**src/rtl/rv_pc_fetch.sv**
```systemverilog
// rv_pc_fetch: program counter and single-outstanding instruction fetch unit.
// Holds the architectural PC, issues one req/gnt/rvalid fetch at a time,
// resolves jal/jalr/branch redirects, squashes in-flight fetches on redirect
// and hands {instr, pc} to decode over a valid/ready handshake.
// Optional build macro RV_PC_PERF_EN adds fetch/kill event counters.
module rv_pc_fetch #(
    parameter int                    ADDR_WIDTH   = 64,
    parameter int                    DATA_WIDTH   = 64,
    parameter int                    INSTR_WIDTH  = 32,
    parameter logic [ADDR_WIDTH-1:0] RESET_VECTOR = '0
) (
    input  logic                   clk,
    input  logic                   rst,
    input  logic                   redirect_en_i,
    input  logic                   b_type_i,
    input  logic                   cond_i,
    input  logic                   jalr_sel_i,
    input  logic [ADDR_WIDTH-1:0]  src_pc_i,
    input  logic [DATA_WIDTH-1:0]  base_i,
    input  logic [DATA_WIDTH-1:0]  imm_i,
    output logic                   imem_req_o,
    output logic [ADDR_WIDTH-1:0]  imem_addr_o,
    input  logic                   imem_gnt_i,
    input  logic                   imem_rvalid_i,
    input  logic [INSTR_WIDTH-1:0] imem_rdata_i,
    output logic                   instr_valid_o,
    output logic [INSTR_WIDTH-1:0] instr_o,
    output logic [ADDR_WIDTH-1:0]  instr_pc_o,
    input  logic                   instr_ready_i,
    output logic                   misalign_o
`ifdef RV_PC_PERF_EN
    ,
    output logic [31:0]            fetch_cnt_o,
    output logic [31:0]            kill_cnt_o
`endif
);

    localparam int SUM_W = (ADDR_WIDTH > DATA_WIDTH) ? ADDR_WIDTH : DATA_WIDTH;

    typedef enum logic [1:0] {
        S_REQ  = 2'd0,
        S_WAIT = 2'd1,
        S_HOLD = 2'd2,
        S_HALT = 2'd3
    } state_t;

    state_t                 state_q, state_d;
    logic [ADDR_WIDTH-1:0]  pc_q, pc_d;
    logic                   kill_q, kill_d;
    logic                   run_q;
    logic [INSTR_WIDTH-1:0] instr_q, instr_d;
    logic [ADDR_WIDTH-1:0]  ipc_q, ipc_d;
    logic                   mis_q, mis_d;

    logic                   taken;
    logic [ADDR_WIDTH-1:0]  target;
    logic                   misalign_hit;

    // Redirect target, modulo 2^ADDR_WIDTH. jalr clears bit 0 of rs1+imm;
    // jal/branch offsets are in half-words, hence the shift by one.
    function automatic logic [ADDR_WIDTH-1:0] calc_target(
        input logic                          jalr,
        input logic        [ADDR_WIDTH-1:0]  src_pc,
        input logic signed [DATA_WIDTH-1:0]  base,
        input logic signed [DATA_WIDTH-1:0]  imm
    );
        logic signed [SUM_W-1:0] imm_x;
        logic signed [SUM_W-1:0] base_x;
        logic signed [SUM_W-1:0] src_x;
        logic signed [SUM_W-1:0] sum;
        imm_x  = SUM_W'(imm);
        base_x = SUM_W'(base);
        src_x  = SUM_W'(src_pc);
        if (jalr) begin
            sum    = base_x + imm_x;
            sum[0] = 1'b0;
        end else begin
            sum = src_x + (imm_x <<< 1);
        end
        return sum[ADDR_WIDTH-1:0];
    endfunction

    assign taken        = redirect_en_i & (cond_i | ~b_type_i);
    assign target       = calc_target(jalr_sel_i, src_pc_i, base_i, imm_i);
    assign misalign_hit = taken && (target[1:0] != 2'b00) && (state_q != S_HALT);

    // The request is held off for the first cycle out of reset via run_q.
    assign imem_req_o    = run_q && (state_q == S_REQ);
    assign imem_addr_o   = pc_q;
    assign instr_valid_o = (state_q == S_HOLD);
    assign instr_o       = instr_q;
    assign instr_pc_o    = ipc_q;
    assign misalign_o    = mis_q;

    // Next-state, PC, kill and held-instruction update.
    always_comb begin
        state_d = state_q;
        pc_d    = pc_q;
        kill_d  = kill_q;
        instr_d = instr_q;
        ipc_d   = ipc_q;
        mis_d   = mis_q;
        if (misalign_hit) begin
            // Misaligned target: stop fetching for good, drop anything pending.
            mis_d   = 1'b1;
            kill_d  = 1'b0;
            state_d = S_HALT;
        end else begin
            case (state_q)
                S_REQ: begin
                    // Address only moves while the request is not being granted,
                    // except a same-cycle redirect, which then kills that fetch.
                    if (run_q && imem_gnt_i) begin
                        state_d = S_WAIT;
                    end
                    if (taken) begin
                        pc_d = target;
                        if (run_q && imem_gnt_i) begin
                            kill_d = 1'b1;
                        end
                    end
                end
                S_WAIT: begin
                    if (imem_rvalid_i) begin
                        if (kill_q || taken) begin
                            kill_d  = 1'b0;
                            state_d = S_REQ;
                            if (taken) begin
                                pc_d = target;
                            end
                        end else begin
                            instr_d = imem_rdata_i;
                            ipc_d   = pc_q;
                            pc_d    = pc_q + ADDR_WIDTH'(4);
                            state_d = S_HOLD;
                        end
                    end else if (taken) begin
                        pc_d   = target;
                        kill_d = 1'b1;
                    end
                end
                S_HOLD: begin
                    // A redirect wins over decode accepting the held instruction.
                    if (taken) begin
                        pc_d    = target;
                        state_d = S_REQ;
                    end else if (instr_ready_i) begin
                        state_d = S_REQ;
                    end
                end
                S_HALT: begin
                    state_d = S_HALT;
                end
                default: begin
                    state_d = S_HALT;
                end
            endcase
        end
    end

    // State registers with asynchronous active-low clear.
    always_ff @(posedge clk or negedge rst) begin
        if (!rst) begin
            state_q <= S_REQ;
            pc_q    <= RESET_VECTOR;
            kill_q  <= 1'b0;
            run_q   <= 1'b0;
            instr_q <= '0;
            ipc_q   <= '0;
            mis_q   <= 1'b0;
        end else begin
            state_q <= state_d;
            pc_q    <= pc_d;
            kill_q  <= kill_d;
            run_q   <= 1'b1;
            instr_q <= instr_d;
            ipc_q   <= ipc_d;
            mis_q   <= mis_d;
        end
    end

`ifdef RV_PC_PERF_EN
    logic fetch_fire;
    logic kill_fire;

    assign fetch_fire = (state_q == S_HOLD) && instr_ready_i && !taken;
    assign kill_fire  = !misalign_hit &&
                        (((state_q == S_WAIT) && imem_rvalid_i && (kill_q || taken)) ||
                         ((state_q == S_HOLD) && taken));

    // Decode-handshake and discarded-fetch counters, wrapping at 2^32.
    always_ff @(posedge clk or negedge rst) begin
        if (!rst) begin
            fetch_cnt_o <= '0;
            kill_cnt_o  <= '0;
        end else begin
            if (fetch_fire) begin
                fetch_cnt_o <= fetch_cnt_o + 32'd1;
            end
            if (kill_fire) begin
                kill_cnt_o <= kill_cnt_o + 32'd1;
            end
        end
    end
`endif

endmodule
```
**config.mk**
```make
export PLATFORM = sky130hd
export DESIGN_NAME = rv_pc_fetch
export DESIGN_NICKNAME = d
export VERILOG_FILES = /design/src/rtl/rv_pc_fetch.sv
export SDC_FILE = /design/constraint.sdc
export NUM_CORES = 1
export LEC_CHECK = 0
export ABC_AREA = 1
export CORE_AREA = 2 2 319 195
export DETAILED_ROUTE_END_ITERATION = 10
export DIE_AREA = 0 0 321 197
export GPL_ROUTABILITY_DRIVEN = 0
export PLACE_DENSITY = 0.61
export SYNTH_ARGS = -nofsm -noshare
export SYNTH_HDL_FRONTEND = slang
export SYNTH_SLANG_ARGS = --single-unit
```
**constraint.sdc**
```tcl
create_clock -name clk -period 2.13 [get_ports clk]
set_input_delay 0.213 -clock clk [delete_from_list [all_inputs] [get_ports clk]]
set_output_delay 0.213 -clock clk [all_outputs]
set_load 0.05 [all_outputs]
```
# Word-level counts from Yosys, hierarchy flattened
# Cells that the tools add are included.
[op_classes] addsub=3 n_mux=19 eq_ne=10 reduce_logical=14 bitwise=5
[ops] op="$mux 64" count=4
[ops] op="$add 64x64->64" count=2
[ops] op="$pmux 64 s2" count=1
[ops] op="$add 64x3->64 const B" count=1
[ops] op="$mux 2" count=6
[ops] op="$ne 4x4->1 const B" count=2
[ops] op="$pmux 2 s4" count=1
[ops] op="$mux 1" count=6
[ops] op="$ne 3x3->1 const B" count=2
[ops] op="$reduce_and 5->1" count=1
[ops] op="$eq 2x2->1 const B" count=2
[ops] op="$logic_and 1x1->1" count=4
[ops] op="$ne 4x1->1 const B" count=1
[ops] op="$reduce_and 4->1" count=1
[ops] op="$reduce_bool 2->1" count=2
[ops] op="$ne 3x2->1 const B" count=1
[ops] op="$not 1->1" count=3
[ops] op="$reduce_and 3->1" count=1
[ops] op="$reduce_bool 3->1" count=1
[ops] op="$eq 2x1->1 const B" count=1
[ops] op="$logic_not 2->1" count=1
[ops] op="$ne 2x2->1 const B" count=1
[ops] op="$pmux 1 s2" count=1
[ops] op="$reduce_and 2->1" count=1
[ops] op="other kinds (4)" count=4
[totals] wordCells=58 output_inout_bits=163 ff_bits=165 input_bits=233

# Depth between registers and ports, before layout
[logic_depth] word_depth=8 ltp_mapped=20 mapped_depth_nobuf=20

# Worst setup path before layout
# OpenSTA, ideal clock, no wires.
[synth_path] path_kind="register to register" from="reg pc_q[3] (netlist: imem_addr_o[3])" to="reg pc_q[50] (netlist: imem_addr_o[50])" required_time_ns=2.012 setup_ns=0.118 synth_period_minus_slack_ns=2.245 setup_slack_ns=-0.115 arrival_time_ns=2.127 path_buffers=0 stages_incl_launch_ff=15 path_cell_list="dfrtp_1 > ha_1 > nand3_1 > inv_2 > nand3_2 > nor2_4 > nand4_4 > nor2_8 > nand2_2 > a21oi_2 > nand2_1 > nand2_1 > inv_1 > nand2_1 > nand2_1"
[synth_between] elab_chain_cells=4
[synth_lines] element="start: declaration" line="48" rtl="logic [ADDR_WIDTH-1:0] pc_q, pc_d;"
[synth_lines] element="start signal: assignment" line="173" rtl="pc_q <= pc_d;"
[synth_lines] element="$add 64x3->64" line="134" rtl="pc_d = pc_q + ADDR_WIDTH'(4);"
[synth_lines] element="$mux 64" line="125" rtl="if (kill_q || taken) begin"
[synth_lines] element="$mux 64" line="124" rtl="if (imem_rvalid_i) begin"
[synth_lines] element="$pmux 64 s2" line="109" rtl="case (state_q)"
# No other way between the ends.
# A chain may end at the register's enable or synchronous reset.

# Worst setup path after layout
[layout_path] from="reg pc_q[8] (netlist: imem_addr_o[8])" to="reg pc_q[52] (netlist: imem_addr_o[52])"
# The elaborated chain is that of the path after synthesis.

==> impl_metrics.csv <==
group,metric,value,unit
outcome,status,"complete, but fails checks",
outcome,violations,"setup timing",
pwr,p_int,13800,uW
placement,place_hpwl,82600,um
pwr,switchingPower,15900,uW
clock_network,tritoncts,"yes",
sta,rsz0062_at_grt,"yes",
pwr,clkPwrFrac,10.3,%
floorplanning,die_w,321,um
floorplanning,rows,70,
floorplanning,fp.dieH,197,um
pwr,p_comb_share,70.1,%
min_path,hold_class,"input port to asynchronous set/reset pin",
yosys,ys_seq_elements,165,
pwr,power_leakage,0.0185,uW
detailed_routing,post_drt_wl_per_cell,18.4,um
yosys,synth.avg_cell_area,5.46,um2
cells_and_area,antenna_cells,0,
cells_and_area,fillerInstances,5823,
yosys,ys_warn_count,0,
detailed_routing,ant_nets,0,
detailed_routing,num_vias,28500,
yosys,synth_edf_count,0,
cells_and_area,multi_input_area,17300,um2
clock_network,clockRootBuffer,"clkbuf_16",
sta,hold_violations,0,
sta,timing.hold.ws,0.236,ns
global_routing,grt_max_degree,64,
pwr,p_sw_share,53.6,%
cells_and_area,layout_common_cells,"nand2_1, inv_1, buf_4",
detailed_routing,drtIter0Drc,3454,
global_routing,grt_usage,31.0,%
yosys,synth_area,20900,um2
setup_path,cp-start-kind,"flip-flop",
sta,fmax,0.449,GHz
floorplanning,ios,396,
detailed_routing,routed_via_density,5.07,
pwr,seqPwrFrac,19.5,%
cells_and_area,utilization,57.7,%
setup_path,arrival,2.57,ns
yosys,seq_area_frac_synth,19.7,%
sta,period_needed,2.23,ns
yosys,synthCells,3835,
sta,fin_skew,0.0120,ns
cells_and_area,regArea,4140,um2
clock_network,cts_made_buffers,17,
yosys,synth.distinct_cells,54,
clock_network,cts.reportedPaths.clkPinSlew,0.07,ns
sta,slew_headroom,60.4,%
floorplanning,core_area,60300,um2
flow_run,cap_violations,0,
sta,setup_violations,14,
clock_network,h-tree-depth,4,
yosys,ys.flop_type,"dfrtp_1",
setup_path,path_max_fanout,4,
global_routing,gr-total-overflow,0,
global_routing,grt_pass1_vias,25300,
pwr,max-vdd-ir-drop,744,uV
pwr,total_power,29600,uW
global_routing,grt_pass1_wl,151000,um
cells_and_area,final_nets,5178,
placement,port_buffers,395,
detailed_routing,drc,0,
detailed_routing,wl,104000,um
yosys,syn-num-nets,4200,
floorplanning,start_util,34.7,%
floorplanning,dieArea,63200,um2
sta,max_slew.worst_pin.slew,0.592,ns
pwr,powerDensity,852,nW/um2
clock_network,cts.sinks,165,
setup_path,required,2.47,ns
clock_network,cts_buffer_depth,2,
detailed_routing,drtPass1Iterations,6,
setup_path,endpoint_kind,"flip-flop",
cells_and_area,layout_commonest_cell,"nand2_1",
clock_network,clk_latency,0.45,ns
global_routing,antenna_found_initial,0,
cells_and_area,syn_to_final_growth,66.1,%
cells_and_area,drive_gt1_share,28.0,%
sta,maxSlewViolCount,0,
yosys,ys_async_sr_fraction,100,%
sta,setup_tns,-0.593,ns
setup_path,r2r_slack,-0.1,ns
sta,fin_crit_sh,105,%
setup_path,crit_type,"flip-flop to flip-flop",
sta,setup_slack,-0.0990,ns
final timing paths:
check                            startpoint         endpoint  depth (start not counted)
min reg2reg                     instr_o[31]      instr_o[31]                          2
min                                     rst   imem_addr_o[9]                          2
min in group clk           imem_rdata_i[19]      instr_o[19]                          3
max reg2reg                  imem_addr_o[8]  imem_addr_o[52]                         14
max                          imem_addr_o[8]  imem_addr_o[52]                         14
max in group asynchronous               rst  imem_addr_o[50]                          3
through the flow:
step                setup slack, ns  instances  instance area [um2]
finish                      -0.0990       5618                34800
global route                 -0.182       5618                34800
CTS                         -0.0217       5587                32600
detailed placement            -1.02       5532                30100
global placement              -1.06       5532                30100
floorplan                  -0.00335       3835                20900
registers in the layout, summed over array words and instances, names as in the netlist:
name,flops
misalign_o,1
run_q,1
state_q,2
imem_addr_o,64
kill_q,1
instr_pc_o,64
instr_o,32
per-layer routing:
layer	global-route usage (%)	vias up	wire length [um]	part of all wire, %
met5	0	-	0	0
met4	6.20	0	2340	2.3
met3	7.44	131	13300	13
met2	44.4	1624	41900	40
met1	46.5	12800	46100	45
li1	-	13900	-	-
critical path, cell delays in order, from the launching register on:
cell and delay, ns:
dfrtp_1 0.42, buf_6 0.13, nand2_4 0.05, nor3_4 0.20, nand3_4 0.12, nor2_4 0.18, nand2_4 0.09, nor2_4 0.18
nand2_2 0.11, nor2_4 0.20, a21oi_1 0.09, o21ai_1 0.18, inv_1 0.06, nand2_1 0.06, nand2_1 0.04
cell usage after synthesis (28+ instances only):
master / instances / area, um2
dfrtp_1: 165 / 4130
nor3_1: 56 / 280
nand3b_1: 28 / 210
clkbuf_1: 45 / 169
nor2_1: 280 / 1050
a21oi_1: 213 / 1070
nand2_1: 1517 / 5690
ha_1: 130 / 1630
o21ai_0: 188 / 941
nand4_1: 40 / 250
inv_1: 701 / 2630
nand3_1: 267 / 1340
timing repair:
| item | CTS | global route |
|---|---|---|
| hold buffers | 1 | 0 |
| pin swaps | 67 | 159 |
| hold endpoints to repair | 35 | 0 |
| setup buffers | 22 | 30 |
| setup endpoints to repair | 70 | 58 |
| resized for setup | 413 | 529 |
| cloned | 1 | 1 |
cells by family (layout without fill, tap and decap cells):
kind of cell    after synthesis  after routing  share of synthesized area, %
flops                       165            165                          19.7
simple gates               2258           2258                          45.2
other cells                   1              1                        0.0179
fa+ha+maj                   132            132                          7.97
compound gates              472            472                          12.0
xor+xnor                     23             23                         0.963
buf+inv                     784           1775                          14.1
power by group through the flow:
stage / Combinational [uW] / Clock, uW / Sequential (uW)
floorplan: 5840 / 0 / 10400
global placement: 18800 / 0 / 5720
detailed placement: 18900 / 0 / 5740
CTS: 19700 / 3120 / 5710
global route: 22100 / 3250 / 5940
finish: 20800 / 3060 / 5780
area by class of cell:
cell class                 instances  area share (%)
clock buffer                      19            1.25
clock inverter                    13           0.356
inverter                         716            7.76
multi-input combinational       2886            49.7
sequential                       165            11.9
tap                              792            2.85
timing repair buffer            1027            26.1
No activity file was read; power rests on OpenSTA's default activity.
